### src/rtl/ccff_prog_pkg.sv
// ---------------------------------------------------------------------------
// ccff_prog_pkg
// Shared types and helpers for the IO configuration-chain programming
// controller: FSM state encoding, CRC-16-CCITT constants, the serial CRC
// step function and the bitstream word-count helper.
// ---------------------------------------------------------------------------
package ccff_prog_pkg;

  typedef enum logic [2:0] {
    S_IDLE,
    S_SHIFT,
    S_VERIFY,
    S_RELEASE,
    S_DONE,
    S_ERROR
  } prog_state_e;

  localparam logic [15:0] CRC_POLY = 16'h1021;
  localparam logic [15:0] CRC_INIT = 16'hFFFF;

  // Number of bitstream words needed to cover the whole chain.
  function automatic int words_total(input int chain_len, input int word_w);
    return (chain_len + word_w - 1) / word_w;
  endfunction

  // One serial CRC-16-CCITT update (MSB-first shift register form).
  function automatic logic [15:0] crc16_step(input logic [15:0] crc, input logic bit_in);
    logic fb;
    fb = crc[15] ^ bit_in;
    return {crc[14:0], 1'b0} ^ (fb ? CRC_POLY : 16'h0000);
  endfunction

endpackage

### src/rtl/ccff_crc16_serial.sv
// ---------------------------------------------------------------------------
// ccff_crc16_serial
// Bit-serial CRC-16-CCITT accumulator, one bit per enabled cycle.
// Ports:
//   clk    in   clock
//   rst_n  in   asynchronous active-low reset (crc returns to CRC_INIT)
//   init   in   synchronous re-seed to CRC_INIT (wins over en)
//   en     in   fold bit_in into the CRC this cycle
//   bit_in in   serial data bit
//   crc    out  current CRC register value
// ---------------------------------------------------------------------------
module ccff_crc16_serial
  import ccff_prog_pkg::*;
(
  input  logic        clk,
  input  logic        rst_n,
  input  logic        init,
  input  logic        en,
  input  logic        bit_in,
  output logic [15:0] crc
);

  logic [15:0] r_crc;

  always_ff @(posedge clk or negedge rst_n) begin
    if (!rst_n) begin
      r_crc <= CRC_INIT;
    end else if (init) begin
      r_crc <= CRC_INIT;
    end else if (en) begin
      r_crc <= crc16_step(r_crc, bit_in);
    end
  end

  assign crc = r_crc;

endmodule

### src/rtl/io_ccff_prog_ctrl.sv
// ---------------------------------------------------------------------------
// io_ccff_prog_ctrl
// Loads the IO logical-tile configuration chain from a valid/ready word
// stream, optionally verifies it by rotating the chain once through a CRC,
// and releases IO isolation a fixed delay after a good load.
// Ports:
//   prog_clk      in   programming clock
//   prog_reset_n  in   asynchronous active-low reset
//   start         in   begin programming (ignored while busy)
//   cfg_data      in   bitstream word, MSB shifted first
//   cfg_valid     in   cfg_data valid
//   cfg_ready     out  word accepted when cfg_valid & cfg_ready
//   ccff_head     out  serial bit into the chain
//   ccff_tail     in   serial bit out of the chain end
//   ccff_clk_en   out  chain clock-gate enable (chain shifts when 1)
//   IO_ISOL_N     out  0 = IO isolated, 1 = released
//   busy          out  programming / verify / release delay in progress
//   done          out  load (and verify) succeeded, sticky until next start
//   crc_err       out  verify mismatch, sticky until next start
// ---------------------------------------------------------------------------
module io_ccff_prog_ctrl
  import ccff_prog_pkg::*;
#(
  parameter int CHAIN_LEN = 64,
  parameter int WORD_W    = 8,
  parameter int VERIFY    = 1,
  parameter int ISOL_DLY  = 4
) (
  input  logic              prog_clk,
  input  logic              prog_reset_n,
  input  logic              start,
  input  logic [WORD_W-1:0] cfg_data,
  input  logic              cfg_valid,
  output logic              cfg_ready,
  output logic              ccff_head,
  input  logic              ccff_tail,
  output logic              ccff_clk_en,
  output logic              IO_ISOL_N,
  output logic              busy,
  output logic              done,
  output logic              crc_err
);

  localparam int WT     = words_total(CHAIN_LEN, WORD_W);
  localparam int CNT_W  = $clog2(CHAIN_LEN + 1);
  localparam int WCNT_W = $clog2(WT + 1);
  localparam int IDX_W  = $clog2(WORD_W);
  localparam int ISO_W  = $clog2(ISOL_DLY + 1);

  prog_state_e       r_state;
  prog_state_e       w_state_next;
  logic [WORD_W-1:0] r_hold;
  logic              r_hold_full;
  logic [IDX_W-1:0]  r_idx;
  logic [WCNT_W-1:0] r_words_rem;
  logic [CNT_W-1:0]  r_bit_cnt;
  logic [CNT_W-1:0]  r_vfy_cnt;
  logic [ISO_W-1:0]  r_isol_cnt;
  logic              r_head;

  logic        w_start;
  logic        w_shift;
  logic        w_shift_bit;
  logic        w_idx_last;
  logic        w_last_bit;
  logic        w_vfy_last;
  logic        w_accept;
  logic        w_crc_match;
  logic [15:0] w_crc_wr;
  logic [15:0] w_crc_rd;

  assign w_start     = start && (r_state == S_IDLE || r_state == S_DONE || r_state == S_ERROR);
  assign w_shift     = (r_state == S_SHIFT) && r_hold_full;
  assign w_shift_bit = r_hold[IDX_W'(WORD_W - 1) - r_idx];
  assign w_idx_last  = (r_idx == IDX_W'(WORD_W - 1));
  assign w_last_bit  = w_shift && (r_bit_cnt == CNT_W'(CHAIN_LEN - 1));
  assign w_vfy_last  = (r_vfy_cnt == CNT_W'(CHAIN_LEN - 1));
  assign w_accept    = cfg_valid && cfg_ready;

  // crc_rd registers the tail bit at the end of the last verify cycle, so
  // the decision uses the value it is about to take.
  assign w_crc_match = (crc16_step(w_crc_rd, ccff_tail) == w_crc_wr);

  ccff_crc16_serial u_crc_wr (
    .clk    (prog_clk),
    .rst_n  (prog_reset_n),
    .init   (w_start),
    .en     (w_shift),
    .bit_in (w_shift_bit),
    .crc    (w_crc_wr)
  );

  ccff_crc16_serial u_crc_rd (
    .clk    (prog_clk),
    .rst_n  (prog_reset_n),
    .init   (w_start),
    .en     (r_state == S_VERIFY),
    .bit_in (ccff_tail),
    .crc    (w_crc_rd)
  );

  always_ff @(posedge prog_clk or negedge prog_reset_n) begin
    if (!prog_reset_n) begin
      r_state <= S_IDLE;
    end else begin
      r_state <= w_state_next;
    end
  end

  always_comb begin
    w_state_next = r_state;
    cfg_ready    = 1'b0;
    ccff_clk_en  = 1'b0;
    ccff_head    = r_head;
    case (r_state)
      S_IDLE, S_DONE, S_ERROR: begin
        if (start) w_state_next = S_SHIFT;
      end
      S_SHIFT: begin
        // Refill either into an empty hold register or in the same cycle the
        // last bit of the current word leaves, so words stream without gaps.
        cfg_ready = (!r_hold_full || w_idx_last) && (r_words_rem != '0) && !w_last_bit;
        if (r_hold_full) begin
          ccff_clk_en = 1'b1;
          ccff_head   = w_shift_bit;
          if (w_last_bit) w_state_next = (VERIFY != 0) ? S_VERIFY : S_RELEASE;
        end
      end
      S_VERIFY: begin
        // Full rotation: tail fed straight back into head restores the chain.
        ccff_clk_en = 1'b1;
        ccff_head   = ccff_tail;
        if (w_vfy_last) w_state_next = w_crc_match ? S_RELEASE : S_ERROR;
      end
      S_RELEASE: begin
        if (r_isol_cnt == ISO_W'(ISOL_DLY - 1)) w_state_next = S_DONE;
      end
      default: w_state_next = S_IDLE;
    endcase
  end

  always_ff @(posedge prog_clk or negedge prog_reset_n) begin
    if (!prog_reset_n) begin
      r_hold      <= '0;
      r_hold_full <= 1'b0;
      r_idx       <= '0;
      r_words_rem <= '0;
      r_bit_cnt   <= '0;
      r_vfy_cnt   <= '0;
      r_isol_cnt  <= '0;
      r_head      <= 1'b0;
    end else if (w_start) begin
      r_hold_full <= 1'b0;
      r_idx       <= '0;
      r_words_rem <= WCNT_W'(WT);
      r_bit_cnt   <= '0;
      r_vfy_cnt   <= '0;
      r_isol_cnt  <= '0;
    end else begin
      if (w_shift) begin
        r_head    <= w_shift_bit;
        r_bit_cnt <= r_bit_cnt + CNT_W'(1);
        // On the final chain bit any remaining word bits are dropped.
        if (w_idx_last || w_last_bit) begin
          r_idx       <= '0;
          r_hold_full <= w_accept;
        end else begin
          r_idx <= r_idx + IDX_W'(1);
        end
      end else if (w_accept) begin
        r_hold_full <= 1'b1;
        r_idx       <= '0;
      end
      if (w_accept) begin
        r_hold      <= cfg_data;
        r_words_rem <= r_words_rem - WCNT_W'(1);
      end
      if (r_state == S_VERIFY)  r_vfy_cnt  <= r_vfy_cnt + CNT_W'(1);
      if (r_state == S_RELEASE) r_isol_cnt <= r_isol_cnt + ISO_W'(1);
    end
  end

  assign busy      = (r_state == S_SHIFT) || (r_state == S_VERIFY) || (r_state == S_RELEASE);
  assign done      = (r_state == S_DONE);
  assign crc_err   = (r_state == S_ERROR);
  assign IO_ISOL_N = (r_state == S_DONE);

endmodule

### config.mk
export PLATFORM = sky130hd
export DESIGN_NAME = io_ccff_prog_ctrl
export DESIGN_NICKNAME = d
export VERILOG_FILES = /design/src/rtl/ccff_prog_pkg.sv /design/src/rtl/ccff_crc16_serial.sv /design/src/rtl/io_ccff_prog_ctrl.sv
export SDC_FILE = /design/constraint.sdc
export NUM_CORES = 1
export LEC_CHECK = 0
export CAP_MARGIN = 5
export CORE_AREA = 2 2 93 68
export CTS_BUF_LIST = sky130_fd_sc_hd__clkbuf_8
export CTS_CLUSTER_SIZE = 14
export DETAILED_ROUTE_END_ITERATION = 8
export DIE_AREA = 0 0 95 70
export PLACE_DENSITY = 0.76
export SLEW_MARGIN = 20
export SYNTH_ARGS = -nofsm -noshare
export SYNTH_HDL_FRONTEND = slang
export SYNTH_SLANG_ARGS = --single-unit
### constraint.sdc
create_clock -name prog_clk -period 3.5 [get_ports prog_clk]
set_clock_uncertainty 0.2 [all_clocks]
set_input_delay 0.7 -clock prog_clk [delete_from_list [all_inputs] [get_ports prog_clk]]
set_output_delay 0.7 -clock prog_clk [all_outputs]
set_load 0.01 [all_outputs]
Word-level counts from Yosys, hierarchy flattened
Index checks and enable logic that the tools add are counted.
{"block": "word_totals", "output_inout_bits": 7, "wordCells": 101, "regBits": 69}
{"block": "op_classes", "n_eq_ne": 16, "reduce_logical": 26, "n_addsub": 6, "n_lt_le_gt_ge": 1, "bitwise": 5, "mux": 36}
{"op": "two-way mux 16 bit", "count": 4}
{"op": "two-way mux 3 bit", "count": 12}
{"op": "two-way mux 7 bit", "count": 4}
{"op": "two-way mux 13 bit", "count": 2}
{"op": "== test 16 bit", "count": 1}
{"op": "bitwise XOR 16 x 13 -> 16 bit", "count": 1}
{"op": "bitwise XOR 16 bit", "count": 1}
{"op": "adder 7 x 1 -> 7 bit (second input constant)", "count": 2}
{"op": "== test 7 x 6 -> 1 bit (second input constant)", "count": 2}
{"op": "one-hot mux 3 bit (4 select lines)", "count": 1}
{"op": "inequality test 2 bit (second input constant)", "count": 5}
{"op": "== test 3 x 2 -> 1 bit (second input constant)", "count": 3}
{"op": "== test 3 bit (second input constant)", "count": 3}
{"op": "two-way mux 1 bit", "count": 8}
{"op": "two-way mux 4 bit", "count": 2}
{"op": "nonzero test 2 bit", "count": 4}
{"op": "adder 3 x 1 -> 3 bit (second input constant)", "count": 2}
{"op": "logical AND 1 bit", "count": 6}
{"op": "logical OR 1 bit", "count": 6}
{"op": "AND reduction 2 bit", "count": 3}
{"op": "AND reduction 5 bit", "count": 1}
{"op": "< comparator 3 x 4 -> 1 bit (second input constant)", "count": 1}
{"op": "one-hot mux 1 bit (2 select lines)", "count": 2}
{"op": "nonzero test 4 bit", "count": 1}
{"op": "11 further kinds", "count": 13}

Depth between registers and ports, before layout
Gate-level depths: netlist of the first run.
{"block": "logic_depth", "word_depth": 10, "mapped_depth": 8, "mapped_depth_nobuf": 7}

Modules after synthesis
From an unflattened synthesis of the first run, not the netlist that was laid out.
{"block": "unflattened", "cells_unflattened": 313, "hier_area_um2": 3597.2}
{"mod": "io_ccff_prog_ctrl", "seq_area_each_um2": 925.9, "area_each_um2": 2115.8, "instances": 1, "cells_each": 201}
{"mod": "ccff_crc16_serial", "seq_area_each_um2": 420.4, "area_each_um2": 740.7, "instances": 2, "cells_each": 56}

Least setup slack after synthesis of the first run
No wires, ideal clock.
{"block": "synth_timing", "path_kind": "register -> output", "startpoint": "register r_state[0]", "endpoint": "output ccff_head", "path_buffers": 3, "path_slack_ns": 1.232, "path_stages_with_launch": 6, "t_arrival_ns": 1.368, "cell_sequence": "dfrtp_1 > clkbuf_1 > nor3b_2 > buf_2 > buf_2 > o221ai_1"}
{"block": "synth_via", "elab_chain_len": 2}
{"item": "from (decl)", "line_no": "io_ccff_prog_ctrl.sv:50", "rtl": "prog_state_e r_state;"}
{"item": "from (signal assigned)", "line_no": "io_ccff_prog_ctrl.sv:106", "rtl": "r_state <= w_state_next;"}
{"item": "== test 3 x 2 -> 1 bit or == test 3 x 1 -> 1 bit (tied branches)", "line_no": "io_ccff_prog_ctrl.sv:115", "rtl": "case (r_state)"}
{"item": "one-hot mux 1 bit (2 select lines) (*)", "line_no": "io_ccff_prog_ctrl.sv:115"}
{"item": "to (decl)", "line_no": "io_ccff_prog_ctrl.sv:35", "rtl": "output logic ccff_head,"}
Every way passes the cells marked *; elsewhere a longest branch is shown, timed or not.

Worst setup path in the final report of the first run
{"block": "layout_timing", "startpoint": "register r_idx[1]", "endpoint": "output ccff_head"}
{"block": "layout_via", "elab_chain_len": 5}
{"item": "from (decl)", "line_no": "io_ccff_prog_ctrl.sv:54", "rtl": "logic [IDX_W-1:0] r_idx;"}
{"item": "from (signal assigned)", "line_no": "io_ccff_prog_ctrl.sv:168", "rtl": "r_idx <= r_idx + IDX_W'(1);"}
{"item": "subtractor 3 bit", "line_no": "io_ccff_prog_ctrl.sv:74", "rtl": "assign w_shift_bit = r_hold[IDX_W'(WORD_W - 1) - r_idx];"}
{"item": "binary-select mux 1 bit (select 3 bit)", "line_no": "io_ccff_prog_ctrl.sv:74"}
{"item": "two-way mux 1 bit (implied by the code)", "line_no": "io_ccff_prog_ctrl.sv:74"}
{"item": "two-way mux 1 bit", "line_no": "io_ccff_prog_ctrl.sv:123", "rtl": "if (r_hold_full) begin"}
{"item": "one-hot mux 1 bit (2 select lines)", "line_no": "io_ccff_prog_ctrl.sv:115"}
Every way passes these cells. The select of a mux whose other input is x is not followed.

==> results of run 1 <==
==> per-stage QoR <==
step	instance area [µm²]	hold WS (ns)	setup WS, ns
2_1_floorplan	3380	0.204	1.23
3_3_place_gp	3640	0.259	0.602
3_5_place_dp	3640	0.282	0.595
4_1_cts	3800	0.223	0.237
5_1_grt	3800	0.256	0.175
6_report	3800	0.209	0.280
==> cell type report <==
type                    count  share of cell area
multi-input cells         226               0.396
clock buffers               9              0.0326
flip-flops and latches     69               0.465
repair buffers             26              0.0659
clock inverters             7             0.00889
inverters                   6             0.00593
well taps                  78              0.0257
==> worst max-delay path by stage <==
stage / end / cells past startpoint
2_1_floorplan: ccff_head / 5
3_3_place_gp: ccff_head / 4
5_1_grt: ccff_head / 4
4_1_cts: ccff_head / 4
3_5_place_dp: ccff_head / 4
6_report: ccff_head / 4
==> worst max-delay path: stages, from the launching register on <==
cell	delay [ns]
sky130_fd_sc_hd__dfrtp_1	0.41
sky130_fd_sc_hd__mux4_1	0.63
sky130_fd_sc_hd__mux2i_4	0.24
sky130_fd_sc_hd__o221ai_1	0.18
sky130_fd_sc_hd__clkdlybuf4s50_1	0.52
==> cell families (layout without fill, tap and decap cells) <==
kind of cell             Yosys count  count (layout)  share of synthesized area
AND/OR/NAND/NOR                  124             124                      0.173
AO/OA/AOI/OAI                     51              51                      0.108
flip-flops                        69              69                      0.523
buffers and inverters             22              48                     0.0318
multiplexers                      12              12                     0.0518
XOR/XNOR                          31              31                     0.0826
adder cells (fa/ha/maj)            8               8                     0.0296
==> power breakdown <==
part / internal, µW / leakage (µW) / switching (µW)
registers: 1090 / 0.000820 / 247
clock network: 247 / 0.0000955 / 289
logic: 539 / 0.000717 / 593
total: 1880 / 0.00163 / 1130
==> synthesized netlist by cell type (3+ instances only) <==
| master | number |
|---|---|
| sky130_fd_sc_hd__inv_1 | 6 |
| sky130_fd_sc_hd__nor2_1 | 24 |
| sky130_fd_sc_hd__nand3_1 | 19 |
| sky130_fd_sc_hd__clkbuf_1 | 8 |
| sky130_fd_sc_hd__and3_1 | 3 |
| sky130_fd_sc_hd__dfstp_2 | 32 |
| sky130_fd_sc_hd__nand2b_1 | 3 |
| sky130_fd_sc_hd__ha_1 | 8 |
| sky130_fd_sc_hd__o22a_1 | 13 |
| sky130_fd_sc_hd__mux2_2 | 8 |
| sky130_fd_sc_hd__xnor2_1 | 19 |
| sky130_fd_sc_hd__o211ai_1 | 3 |
| sky130_fd_sc_hd__a21oi_1 | 12 |
| sky130_fd_sc_hd__dfrtp_1 | 37 |
| sky130_fd_sc_hd__xor2_1 | 11 |
| sky130_fd_sc_hd__nand2_1 | 51 |
| sky130_fd_sc_hd__o21ai_0 | 8 |
| sky130_fd_sc_hd__nor2b_1 | 3 |
| sky130_fd_sc_hd__buf_2 | 5 |
| sky130_fd_sc_hd__nand4_1 | 9 |
==> per-layer routing <==
metal | global-route usage | vias to the layer above
met4 | 0.0821 | 0
met1 | 0.350 | 1182
met2 | 0.311 | 69
met3 | 0.0680 | 7
li1 | - | 1151
met5 | 0 | -
==> registers in the layout, indices dropped and copies added (netlist names) <==
signal and count:
r_hold_full 1, r_state 3, r_idx 3, r_bit_cnt 7
r_head 1, r_hold 8, u_crc_rd.crc 16, r_words_rem 4
r_isol_cnt 3, r_vfy_cnt 7, u_crc_wr.crc 16
==> summary.md, run 1 <==
| Metric | Value |
|---|---|
| Status | completed |
| Worst path required time | 2.60 ns |
| Proportion of synthesized flip-flops having asynchronous set or reset | 1.00 |
| Ratio of cells with drive above 1 in the final layout | 0.198 |
| Via density | 5.72 |
| Number of flops mapped to enable cells by yosys | 0 |
| Total number of placement rows | 24 |
| Root cell of the clock tree | sky130_fd_sc_hd__clkbuf_8 |
| Filler cell count in the final layout | 451 |
| Placeable Area | 0.00592 mm² |
| Distinct cell type count of the synthesized netlist | 47 |
| Worst-skew pair later-pin latency | 0.35 ns |
| Class of the most critical hold timing path | in -> async |
| Area grow syn2layout | 12.4% |
| FF/Latch Area | 0.00177 mm² |
| Number of setup violations in the final report | 0 |
| Launch instance of the worst register-to-register path | r_state[1] |
| Vertical extent of the die | 70 µm |
| Highest metal used | met4 |
| Wire length the detailed router placed on met1 | 3270 µm |
| Internal reg-to-reg setup slack | 1.32 ns |
| Number of instances in the placed design | 405 |
| # DRC | 0 |
| Min cycle time layout | 3.22 ns |
| Number of maximum-capacitance constraint violations | 0 |
| Number of optimization iterations in the first detailed-route pass | 4 |
| Count of pins over their slew limit | 0 |
| Die extent in x | 95 µm |
| Number of warning messages in the yosys log | 0 |
| Mean post-synth cell area | 10.7 µm² |
| Wire length of the first global-routing pass | 11,500 µm |
| CTS tree | built |
| Post-synth top area cell | sky130_fd_sc_hd__dfrtp_1 |
| Sink count of the clock tree | 69 |
| Starting density of the core | 0.571 |
| DRT Wirelength | 6740 µm |
| Final estimated routing congestion in global placement | 0.827 |
| Measured slew at the worst slew-check pin | 0.730 ns |
| Biggest area contributors in the synthesized netlist | sky130_fd_sc_hd__dfrtp_1 (27%), sky130_fd_sc_hd__dfstp_2 (25%), sky130_fd_sc_hd__nand2_1 (5.7%), sky130_fd_sc_hd__xnor2_1 (4.9%), sky130_fd_sc_hd__o22a_1 (3.4%) |
| CTS-repair resized insts | 0 |
| Register clock-pin slew on the reported worst setup and hold paths | 0.07 ns |
| Max Fanout on Critical Path | 4 |
| Kind of critical path | reg -> out |
| Number of antenna violations at the first check in global routing | 0 |
| R2R Path End | r_vfy_cnt[5] |
| Wire per inst | 16.0 µm |
| Post-CTS Hold Fix Bufs | 0 |
| Post-route ant nets | 0 |
| Number of port buffers | 19 |
| Cts bufs inserted | 9 |
| Utilization after layout | 0.642 |
| Peak clock frequency supported by timing | 0.311 GHz |
| Cell area power density | 792 mW/mm² |
| Final Hold Viols | 0 |
| # H-tree levels | 3 |
| Number of DRC violations after detailed-routing iteration 0 | 198 |
| Slew Limit Headroom | 0.513 |
| Count of boundary I/O pins | 20 |
| Synthesized cell area | 0.00338 mm² |
| Final net count | 359 |
| Number of global-route vias before repair | 2,346 |
| Multi-input logic area | 0.00151 mm² |
| Number of inserted diodes | 0 |
| Max IR drop VDD | 0.359 mV |
| Share of the clock period used by the worst path | 0.920 |
| Count of non-filler cells in the finished layout | 421 |
| Via Count | 2,409 |
| Die area | 0.00665 mm² |
| Leading cell type in the layout, fill and taps excluded | sky130_fd_sc_hd__nand2_1 |
| Depth of the worst register-to-register path | 5 |
| Deepest clock path buffer count | 2 |
| Routed wire length on met2 | 2960 µm |
| HPWL after detailed placement | 4670 µm |
| DR WL met3 | 421 µm |
| GRT overflow | 0 |
| Setup bufs post-CTS | 0 |
| Setup TNS | 0 ns |
| Kind of start point of the critical path | flop |
| Area share of the largest cell type after synthesis | 0.274 |
| CP startpoint | r_idx[1] |
| Final Total Pwr | 3010 µW |
| Ys flop type | sky130_fd_sc_hd__dfrtp_1 |
| Total track usage | 0.230 |
| Data arrival time of the critical path | 2.32 ns |
| Largest net degree at the start of global routing | 39 |
| Total leakage power | 0.00163 µW |
| Most frequent cells in the layout | sky130_fd_sc_hd__nand2_1 (51), sky130_fd_sc_hd__dfrtp_1 (37), sky130_fd_sc_hd__dfstp_2 (32) |
| Unrepaired setup endpoints after global routing | no |
| Fraction of the yosys area taken by sequential cells | 0.523 |
| Number of synthesized register bits | 69 |
| Cell count after synthesis | 317 |
| Net count of the mapped netlist | 338 |
| Setup crit end kind | output port |
No activity file was read; power rests on OpenSTA's default activity.
==> run 2: changes to the inputs <==
--- a/config.mk
+++ b/config.mk
@@ -11,7 +11,7 @@
 export CTS_CLUSTER_SIZE = 14
 export DETAILED_ROUTE_END_ITERATION = 8
 export DIE_AREA = 0 0 95 70
-export PLACE_DENSITY = 0.76
+export PLACE_DENSITY = 0.79
 export SLEW_MARGIN = 20
 export SYNTH_ARGS = -nofsm -noshare
 export SYNTH_HDL_FRONTEND = slang
==> run 2 against run 1 <==
- power is 4.1% higher
- global-route usage is 0.27 points higher
- sequential power hardly changed
- utilization grew 0.57 points
- setup slack improved by 0.036 ns
- hold slack improved by 0.021 ns
- first-iteration DRC count fell by 13%
- critical path type unchanged
- highest routed layer unchanged
==> summary.md, run 2 (synthesized netlist as in run 1, its figures left out) <==
| Metric | Value |
|---|---|
| Via density | 5.87 (+2.6%) |
| Internal power contribution | 1990 µW (+6.0%) |
| CTS-repair resized insts | 0 (unchanged) |
| Total leakage power | 0.00165 µW (+1.2%) |
| CTS tree | built |
| Share of total power in sequential cells | 0.429 (-0.016) |
| Post-CTS Hold Fix Bufs | 0 (unchanged) |
| Area grow syn2layout | 13.4% |
| Final net count | 360 (+0.28%) |
| Final worst slack | 0.315 ns (+0.0355 ns) |
| Starting density of the core | 0.571 (unchanged) |
| Design area | 0.00383 mm² (+0.89%) |
| Max IR drop VDD | 0.396 mV (+10%) |
| Net Switching | 1140 µW (+0.96%) |
| Peak clock frequency supported by timing | 0.314 GHz (+1.1%) |
| Number of inserted diodes | 0 (unchanged) |
| Setup TNS | 0 ns (unchanged) |
| Cell area after placement | 0.00364 mm² (-0.14%) |
| Die area | 0.00665 mm² (unchanged) |
| Setup crit end kind | output port |
| Cell area power density | 817 mW/mm² (+3.2%) |
| Deepest clock path buffer count | 2 (unchanged) |
| Critical path cell sequence | mux4_1, mux2i_4, o221ai_1, clkdlybuf4s50_1 |
| Sink count of the clock tree | 69 (unchanged) |
| Vertical extent of the die | 70 µm (unchanged) |
| Worst-skew pair later-pin latency | 0.34 ns (about the same) |
| Number of setup violations in the final report | 0 (unchanged) |
| Fraction of power consumed by the clock network | 0.205 (+0.027) |
| Largest net degree at the start of global routing | 36 (-7.7%) |
| Final Hold Viols | 0 (unchanged) |
| Register clock-pin slew on the reported worst setup and hold paths | 0.07 ns (about the same) |
| Slew Limit Headroom | 0.487 (-0.0263) |
| Setup bufs post-CTS | 0 (unchanged) |
| Count of pins over their slew limit | 0 (unchanged) |
| GRT overflow | 0 (unchanged) |
| DRT Wirelength | 6890 µm (+2.2%) |
| Class of the most critical hold timing path | in -> async |
| Leading cell type in the layout, fill and taps excluded | sky130_fd_sc_hd__nand2_1 |
| Measured slew at the worst slew-check pin | 0.769 ns (+0.0394 ns) |
| Count of boundary I/O pins | 20 (unchanged) |
| Max Fanout on Critical Path | 4 (unchanged) |
| # H-tree levels | 3 (unchanged) |
| R2R Path End | r_vfy_cnt[5] |
| Min cycle time layout | 3.18 ns (-0.0355 ns) |
| Post-route ant nets | 0 (unchanged) |
| Final estimated routing congestion in global placement | 0.822 (-0.67%) |
| Die extent in x | 95 µm (unchanged) |
| Setup slack at placement | 0.621 ns (+0.0260 ns) |
| Kind of start point of the critical path | flop |
| Number of global-route vias before repair | 2,404 (+2.5%) |
| Via Count | 2,478 (+2.9%) |
| Most frequent cells in the layout | sky130_fd_sc_hd__nand2_1 (51), sky130_fd_sc_hd__dfrtp_1 (37), sky130_fd_sc_hd__dfstp_2 (32) |
| Root cell of the clock tree | sky130_fd_sc_hd__clkbuf_8 |
| Data arrival time of the critical path | 2.28 ns (-0.04 ns) |
| Cell class contributing the biggest share of worst-path delay | multiplexers |
| Share of the clock period used by the worst path | 0.910 (-0.0101) |
| Ratio of cells with drive above 1 in the final layout | 0.195 (-0.00348) |
| Number of DRC violations after detailed-routing iteration 0 | 173 (-13%) |
| Unrepaired setup endpoints after global routing | no |
| Number of antenna violations at the first check in global routing | 0 (unchanged) |
| Number of optimization iterations in the first detailed-route pass | 5 (+1) |
| Number of maximum-capacitance constraint violations | 0 (unchanged) |
| Total track usage | 0.233 (+0.00274) |
| Wire length of the first global-routing pass | 11,900 µm (+3.4%) |
| Number of port buffers | 19 (unchanged) |
| Internal reg-to-reg setup slack | 1.30 ns (-0.02 ns) |
| Net Sw Frac | 0.364 (-0.0114) |
| Depth of the worst register-to-register path | 5 (unchanged) |
| Kind of critical path | reg -> out |
| Final-layout worst hold slack | 0.229 ns (+0.0208 ns) |
| Utilization after layout | 0.648 (+0.00571) |
| Launch instance of the worst register-to-register path | r_state[1] |
| Library cell contributing the largest single delay on the critical path | sky130_fd_sc_hd__mux4_1 |
| Placeable Area | 0.00592 mm² (unchanged) |
| Wire per inst | 16.3 µm (+2.0%) |
| Delay of the slowest cell on the worst path | 0.62 ns (about the same) |
| Comb power frac | 0.366 (-0.010) |
| Cts bufs inserted | 9 (unchanged) |
| # DRC | 0 (unchanged) |
| Total number of placement rows | 24 (unchanged) |
| Worst path required time | 2.60 ns (about the same) |
| HPWL after detailed placement | 4870 µm (+4.3%) |
| Status | completed |
| Number of buffers and inverters on the critical path | 1 (unchanged) |
## run 2: cell count changes in the layout (fill, tap and decap cells not counted), sizes merged
| cell | delta |
|---|---|
| clkinv | -4 |
| clkbuf | +2 |
| buf | +1 |
| inv | +1 |
| bufinv | +1 |
## run 2: how the worst max path moves through the flow
stage / depth (start not counted) / slack [ns] / start / endpoint
floorplan: 5 / 1.23 / r_state[0] / ccff_head
global placement: 4 / 0.60 / ccff_tail / ccff_head
detailed placement: 4 / 0.62 / ccff_tail / ccff_head
CTS: 4 / 0.30 / r_idx[1] / ccff_head
global route: 4 / 0.20 / r_idx[1] / ccff_head
finish: 4 / 0.32 / r_idx[1] / ccff_head
## run 2: layout make-up
class / count / area [µm²]
inverter: 6 / 22.5
fill: 462 / 2080
clock buffer: 11 / 151
sequential: 69 / 1770
tap: 78 / 97.6
multi-input combinational: 226 / 1510
timing repair buffer: 27 / 245
clock inverter: 5 / 45.0
## run 2: power by group through the flow
stage / sequential [µW] / clock [µW] / combinational, µW
finish: 1340 / 641 / 1150
global route: 1370 / 687 / 1280
CTS: 1340 / 651 / 1150
detailed placement: 1340 / 0 / 1140
global placement: 1330 / 0 / 1090
floorplan: 1240 / 0 / 906
## run 2: per-layer routing
layer | vias up | wire [µm] | global-route usage | part of all wire
met2 | 79 | 3070 | 0.332 | 0.45
met5 | - | 0 | 0 | 0
met3 | 9 | 369 | 0.0680 | 0.054
met1 | 1236 | 3380 | 0.353 | 0.49
li1 | 1154 | - | - | -
met4 | 0 | 65 | 0.0531 | 0.0094
## run 2: stage by stage
stage	instances	total power, µW
after CTS	422	3130
after global placement	406	2420
final	422	3130
after global routing	422	3340
after floorplan	317	2140
after detailed placement	406	2490
==> run 3: changes to the inputs <==
--- a/config.mk
+++ b/config.mk
@@ -11,6 +11,7 @@
 export CTS_CLUSTER_SIZE = 14
 export DETAILED_ROUTE_END_ITERATION = 8
 export DIE_AREA = 0 0 95 70
+export HOLD_SLACK_MARGIN = 0.06
 export PLACE_DENSITY = 0.79
 export SLEW_MARGIN = 20
 export SYNTH_ARGS = -nofsm -noshare
==> results of run 3 <==
No change in the layout: final DEF, timing and power equal those of run 2.
